File: src/rtl/fifo_rd_stream.sv
// fifo_rd_stream: read-side consumer of an async FIFO (rclk domain).
// Issues FIFO reads against rempty and absorbs the FIFO's one-cycle registered read
// latency. Words are staged in a small circular output queue and presented as a
// valid/ready stream with out_last every PKT_LEN words. The read request uses only
// registered occupancy, so out_ready has no combinational path to the FIFO.
// OBUF_DEPTH must be >= 2 (3 or more sustains one word per cycle). PKT_LEN must be >= 1.
module fifo_rd_stream #(
  parameter int DATA_WIDTH = 9,
  parameter int OBUF_DEPTH = 3,
  parameter int PKT_LEN    = 8,
  parameter int CNT_WIDTH  = 16
) (
  input  logic                  rclk,
  input  logic                  rrst,
  input  logic                  drain_en,
  input  logic                  fifo_rempty,
  input  logic [DATA_WIDTH-1:0] fifo_data_read,
  output logic                  fifo_read_enable,
  output logic                  out_valid,
  input  logic                  out_ready,
  output logic [DATA_WIDTH-1:0] out_data,
  output logic                  out_last,
  output logic [CNT_WIDTH-1:0]  word_cnt,
  output logic                  obuf_ovf
);

  localparam int PW = (OBUF_DEPTH > 1) ? $clog2(OBUF_DEPTH) : 1;
  localparam int CW = $clog2(OBUF_DEPTH + 1);
  localparam int BW = (PKT_LEN > 1) ? $clog2(PKT_LEN) : 1;

  localparam logic [PW-1:0] PTR_LAST  = PW'(OBUF_DEPTH - 1);
  localparam logic [CW-1:0] CNT_FULL  = CW'(OBUF_DEPTH);
  localparam logic [CW:0]   DEPTH_EXT = (CW + 1)'(OBUF_DEPTH);
  localparam logic [BW-1:0] BEAT_LAST = BW'(PKT_LEN - 1);

  logic [DATA_WIDTH-1:0] r_mem [OBUF_DEPTH];
  logic [PW-1:0]         r_wr_ptr;
  logic [PW-1:0]         r_rd_ptr;
  logic [CW-1:0]         r_cnt;
  logic                  r_rd_pend;
  logic [BW-1:0]         r_beat;
  logic [CNT_WIDTH-1:0]  r_word_cnt;
  logic                  r_ovf;

  logic [CW:0]           w_occ;
  logic                  w_rd_en;
  logic                  w_rd_fire;
  logic                  w_valid;
  logic                  w_pop;
  logic                  w_push;
  logic                  w_full;
  logic                  w_wr_ok;
  logic                  w_ovf_evt;
  logic [CW-1:0]         w_cnt_nxt;

  // Circular pointer increment; wraps at OBUF_DEPTH so non-power-of-2 depths work.
  function automatic logic [PW-1:0] ptr_inc(input logic [PW-1:0] p);
    return (p == PTR_LAST) ? '0 : p + PW'(1);
  endfunction

  // Occupancy includes the read still in flight, so the queue can never be overrun.
  assign w_occ     = {1'b0, r_cnt} + {{CW{1'b0}}, r_rd_pend};
  assign w_rd_en   = ~rrst & drain_en & ~fifo_rempty & (w_occ < DEPTH_EXT);
  assign w_rd_fire = w_rd_en & ~fifo_rempty;

  assign w_valid   = ~rrst & (r_cnt != '0);
  assign w_pop     = w_valid & out_ready;
  assign w_push    = r_rd_pend & ~rrst;
  assign w_full    = (r_cnt == CNT_FULL);
  assign w_wr_ok   = w_push & (~w_full | w_pop);
  assign w_ovf_evt = w_push & ~w_pop & w_full;

  // Next occupancy: push and pop in the same cycle leave the count unchanged.
  always_comb begin
    // NOTE: default assignment first so every path drives w_cnt_nxt and no latch is inferred.
    w_cnt_nxt = r_cnt;
    case ({w_wr_ok, w_pop})
      2'b10:   w_cnt_nxt = r_cnt + CW'(1);
      2'b01:   w_cnt_nxt = r_cnt - CW'(1);
      default: w_cnt_nxt = r_cnt;
    endcase
  end

  // Read-pending flag: marks that fifo_data_read carries a word on the next edge.
  always_ff @(posedge rclk) begin
    // NOTE: non-blocking assignments for all clocked state so every flop samples pre-edge values.
    if (rrst) r_rd_pend <= 1'b0;
    else      r_rd_pend <= w_rd_fire;
  end

  // Queue pointers and occupancy.
  always_ff @(posedge rclk) begin
    if (rrst) begin
      r_wr_ptr <= '0;
      r_rd_ptr <= '0;
      r_cnt    <= '0;
    end else begin
      if (w_wr_ok) r_wr_ptr <= ptr_inc(r_wr_ptr);
      if (w_pop)   r_rd_ptr <= ptr_inc(r_rd_ptr);
      r_cnt <= w_cnt_nxt;
    end
  end

  // Queue storage: captures the FIFO word one cycle after the accepted read.
  always_ff @(posedge rclk) begin
    // NOTE: storage is deliberately not reset; r_cnt alone decides which entries are live.
    if (w_wr_ok) r_mem[r_wr_ptr] <= fifo_data_read;
  end

  // Packet framing beat counter and delivered-word counter, both advanced per pop.
  always_ff @(posedge rclk) begin
    if (rrst) begin
      r_beat     <= '0;
      r_word_cnt <= '0;
    end else if (w_pop) begin
      r_beat     <= (r_beat == BEAT_LAST) ? '0 : r_beat + BW'(1);
      r_word_cnt <= r_word_cnt + CNT_WIDTH'(1);
    end
  end

  // Sticky overflow flag: a capture into a full queue without a simultaneous pop.
  always_ff @(posedge rclk) begin
    if (rrst)           r_ovf <= 1'b0;
    else if (w_ovf_evt) r_ovf <= 1'b1;
  end

  assign fifo_read_enable = w_rd_en;
  assign out_valid        = w_valid;
  assign out_data         = w_valid ? r_mem[r_rd_ptr] : '0;
  assign out_last         = w_valid & (r_beat == BEAT_LAST);
  assign word_cnt         = r_word_cnt;
  assign obuf_ovf         = r_ovf;

  // The issue rule reserves space for every in-flight read, so this must never fire.
  a_no_obuf_overflow: assert property (@(posedge rclk) disable iff (rrst) !w_ovf_evt);

endmodule

File: config.mk
export PLATFORM = sky130hd
export DESIGN_NAME = fifo_rd_stream
export DESIGN_NICKNAME = d
export VERILOG_FILES = /design/src/rtl/fifo_rd_stream.sv
export SDC_FILE = /design/constraint.sdc
export NUM_CORES = 1
export LEC_CHECK = 0
export BUFFER_PORTS_ARGS = -buffer_cell sky130_fd_sc_hd__buf_4
export CAP_MARGIN = 10
export CELL_PAD_IN_SITES_DETAIL_PLACEMENT = 1
export CELL_PAD_IN_SITES_GLOBAL_PLACEMENT = 1
export CORE_MARGIN = 2
export CORE_UTILIZATION = 35
export DETAILED_ROUTE_END_ITERATION = 12
export GPL_TIMING_DRIVEN = 0
export PLACE_DENSITY = 0.65
export SYNTH_ARGS = -nofsm -noshare
export SYNTH_HDL_FRONTEND = slang
export SYNTH_SLANG_ARGS = --single-unit
File: constraint.sdc
create_clock -name rclk -period 2.3 [get_ports rclk]
set_input_delay 0 -clock rclk [delete_from_list [all_inputs] [get_ports rclk]]
set_output_delay 0 -clock rclk [all_outputs]
set_load 0.01 [all_outputs]
# Yosys cells after proc, flatten, opt, wreduce, memory -nomap -nowiden
# Memory sizes are Yosys's and may differ from the RTL's. A register that Yosys moved wholly into a read port is not among the register bits.
# Cells that the tools add are included.
dict set report classes {
  add_sub_neg 7
  multipliers 0
  n_div 0
  n_lt_le_gt_ge 1
  eq_ne 6
  shift 0
  muxes 9
  bitwise_logic 16
  n_reduce_logical 2
}
# cell count
set ops {}
lappend ops {{adder 16 x 1 -> 16 bit, second input constant} 1}
lappend ops {{AND 1 bit} 11}
lappend ops {{2-to-1 mux 9 bit} 1}
lappend ops {{== test 2 bit, second input constant} 4}
lappend ops {{2-to-1 mux 2 bit} 4}
lappend ops {{adder 2 x 1 -> 2 bit, second input constant} 3}
lappend ops {{inverter 1 bit} 4}
lappend ops {{case mux 2 bit (2 select lines)} 1}
lappend ops {{nonzero test 2 bit} 2}
lappend ops {{adder 2 x 1 -> 3 bit} 1}
lappend ops {{adder 3 x 1 -> 3 bit, second input constant} 1}
lappend ops {{== test 3 bit, second input constant} 1}
lappend ops {{less-than comparator 3 x 2 -> 1 bit, second input constant} 1}
lappend ops {{2-to-1 mux 3 bit} 1}
lappend ops {{== test 2 x 1 -> 1 bit, second input constant} 1}
lappend ops {{2-to-1 mux 1 bit} 2}
lappend ops {{subtractor 2 x 1 -> 2 bit, second input constant} 1}
lappend ops {{bitwise OR 1 bit} 1}
dict set report totals {
  register_bits 27
  latch_bits 0
  mem_bits_rw 27
  romBits 0
  input_bits 14
  output_inout_bits 29
  elab_cells 49
  memories 1
}
# name words width read_ports rd_clocked_by_memory_dff wr line_no
set mem_list {}
lappend mem_list {r_mem 3 9 1 1 1 36} ;# logic [DATA_WIDTH-1:0] r_mem [OBUF_DEPTH];

# Longest topological paths before layout
dict set report depth {
  ltp_word 7
  ltp_mapped 7
  ltp_nobuf 5
}

# Least setup slack after synthesis
# No wires, ideal clock.
dict set report synth_timing {
  kind {reg2reg}
  from {register r_rd_pend}
  to {memory r_mem[2][0], enable pin}
  setup_ns 0.389
  arrival_ns 1.612
  required_ns 1.911
  slack_ns 0.299
  stages_incl_launch_ff 4
  path_buffers 0
  period_less_slack_ns 2.001
  cell_sequence {dfxtp_1 -> clkinv_1 -> a311o_1 -> nor3b_1}
}
dict set report synth_via {
  elab_chain_cells 4
}
# item line_no
set synth_lines {}
lappend synth_lines {{start, declared} 40} ;# logic r_rd_pend;
lappend synth_lines {{start signal, assigned} 88} ;# else r_rd_pend <= w_rd_fire;
lappend synth_lines {{AND 1 bit} 68} ;# assign w_push = r_rd_pend & ~rrst;
lappend synth_lines {{AND 1 bit} 70} ;# assign w_wr_ok = w_push & (~w_full | w_pop);
lappend synth_lines {{2-to-1 mux 1 bit} 107} ;# if (w_wr_ok) r_mem[r_wr_ptr] <= fifo_data_read;
lappend synth_lines {{2-to-1 mux 1 bit (implied by the code)} 107}
lappend synth_lines {{end, declared} 36}
# Every way passes these cells.

# Worst setup path in the final report
dict set report layout_timing {
  from {register r_rd_pend}
  to {memory r_mem[1][0], enable pin}
}
# The elaborated chain is that of the path after synthesis.

==> impl_metrics.ini <==
[drt]
drtIter0Drc = 67
viasPerCell = 5.07
ant_nets = 0
drc = 0
first_pass_iters = 6
routedWlPerCell_um = 14.8
via_count = 1774
routed_wl_um = 5180

[sta]
fmaxAchievable_mhz = 475
finClkSkew_ps = 11.3
fin_hold_ws_ps = 76.2
min_period_over_period = 0.916
timing_hold_violations_final = 0
slew-limit-headroom = 0.478
slew_viol_final = 0
rsz0062_at_grt = no
fin_setup_tns_ps = 0
min_period_ps = 2110
post-route-worst-setup-slack_ps = 194
setup_viol = 0
worst_slew_pin_slew_ps = 780

[worst_setup_path]
cp.required_ps = 2270
cpMaxStageDelayCell = dfxtp_1
crit_family = flip-flops
cp.arrival_ps = 2070
crit_path_start_kind = flop
worstSetupPathType = flop to flop
path_cells = clkinv_1, a311o_1, or3b_4, inv_1
path_buf_inv = 2
r2r_cells = 4
cp_slowest_stage_delay_ps = 460
end_kind = flop
worstSetupPathDepth = 4
worstPathMaxFanout = 9

[global_route]
grtUsageMet1 = 0.198
grt_remaining_overflow = 0
busiest_layer = met2
grt_pass1_vias = 1732
grt.total_usage = 0.147
gr-usage-met3 = 0.0318
grt_pass1_wl_um = 8470
use_met2 = 0.235
antenna_found_initial = 0
grt_start_max_net_pins = 17

[power_and_ir_drop]
ir_drop_mv = 0.280
power_w = 0.00167
power_density_nw_per_um2 = 563
power_leakage_nw = 1.16

[yosys]
ys_types = 43
synthXorXnorAreaFrac = 0.0299
yosysTopAreaCellShare = 0.345
ys_ff_latch = 56
netlist_instances = 212
synth_area_um2 = 2350
syn_area_per_cell_um2 = 11.1
synth_ff_type = dfxtp_1
synth-simple-area-share = 0.167
synthMuxAreaShare = 0.0384
synth-edff-count = 27
synth_compound_area_frac = 0.108
synth_top_family_by_area = simple AND/OR/NAND/NOR gates
ys_seq_area_frac = 0.593
yosys.area.top_type = edfxtp_1
synth_area_leaders = edfxtp_1 (35%), dfxtp_1 (25%), nor2_1 (5.0%)
syn-num-nets = 231
yosysWarnings = 0
synthAdderAreaFrac = 0.0267
ys_async_sr_fraction = 0

[die]
chipWidth_um = 85.9
initial_core_util = 0.365
rows = 29
die_area_um2 = 7380
core_area_um2 = 6420
die_h_um = 85.9
pin_count = 43

[clock_tree]
cts_resized = 0
clkTransAtPathRegs_ps = 100
numClockSinks = 56
tritoncts = done
clk_path_buf_depth = 2
cts_buffers = 5
cts_root_buf = clkbuf_8
cts_htree_levels = 2
clock_latency_ps = 310

[finish]
diodes = 0
layout.cells.non_filler = 350
final.fill_count = 715
area_growth_pct = 26.1
layout-drive-gt1-share = 0.227
layout.nets = 291

[placed_design]
place.gp.congestion = 0.713
dp.cells = 330
portBuffers = 41
dp_hpwl_um = 3630
dpl_worst_slack_ps = 203

[run_status]
status = completed

[worst_hold_path]
min_path_cells = 3
hold_path_class = input pin to flop

[run]
cap_violations = 0
layout by cell type, fill, tap and decap left out, types with 6 or more instances in the layout:
master         count
mux2i_1            9
dlygate4sd3_1     12
a21oi_1           22
nand3_1            7
nor2_1            31
dfxtp_1           29
xor2_1             7
nand2_1            9
buf_4             43
nand4_1            6
edfxtp_1          27
worst reg2reg max path, stage by stage (launching register included):
cell	delay (ps)
dfxtp_1	460
clkinv_1	120
a311o_1	420
or3b_4	440
inv_1	320
routing by layer:
layer	routed length, um	vias up
li1	-	887
met1	2470	853
met2	2490	28
met3	162	6
met4	56	0
met5	0	-
cells in the mapped netlist (5+ instances only):
master and number:
mux2i_1 9, a21oi_1 22, o21ai_0 5, nand2_1 9
nand3_1 7, nor2_1 31, nand4_1 6, ha_1 5
dfxtp_1 29, xor2_1 7, edfxtp_1 27
report_power, final:
part           internal [W]  total [W]  switching, W  leakage [nW]
combinational     0.0000452  0.0000899     0.0000447         0.639
sequential          0.00105    0.00105    0.00000412         0.477
clock              0.000212   0.000523      0.000311        0.0388
total               0.00131    0.00167      0.000359          1.16
sequential cells by signal (all words and copies together) (netlist names), named ones only:
register,count
r_beat,3
r_cnt,2
r_rd_ptr,2
obuf_ovf,1
r_rd_pend,1
r_wr_ptr,2
word_cnt,16
r_mem,27
per-stage QoR:
step	utilization	instance area, um^2
after floorplan	-	2350
after global placement	0.428	2750
after detailed placement	0.429	2760
after CTS	0.461	2960
after global routing	0.461	2960
final	0.461	2960
what timing repair did:
action	4_1_cts	5_1_grt
hold buffers	12	0
endpoints found under the hold margin	29	0
setup buffers	0	0
path summary, 6_finish.rpt:
| check | end | start | slack [ps] |
|---|---|---|---|
| worst min-delay path | r_beat[0] | rrst | 80 |
| worst min register to register | r_beat[2] | r_beat[2] | 470 |
| worst max-delay path | r_mem[1][0] | r_rd_pend | 190 |
| worst max register to register | r_mem[1][0] | r_rd_pend | 190 |
kinds of logic (layout without fill, tap and decap cells):
kind of cell,Yosys count,after routing
AND/OR/NAND/NOR,76,76
flip-flops,56,56
AO/OA/AOI/OAI,41,41
buffers and inverters,17,78
multiplexers,9,9
XOR/XNOR,8,8
adder cells (fa/ha/maj),5,5
cell type report:
| class | count | area (um^2) | area share |
|---|---|---|---|
| plain buffers | 10 | 56.3 | 0.0190 |
| clock inverters | 2 | 11.3 | 0.00380 |
| clock buffers | 6 | 72.6 | 0.0245 |
| repair buffers | 53 | 428 | 0.145 |
| flip-flops and latches | 56 | 1390 | 0.470 |
| well taps | 77 | 96.3 | 0.0325 |
| inverters | 7 | 30.0 | 0.0101 |
| multi-input cells | 139 | 875 | 0.295 |
(Power assumes the default switching activity.)
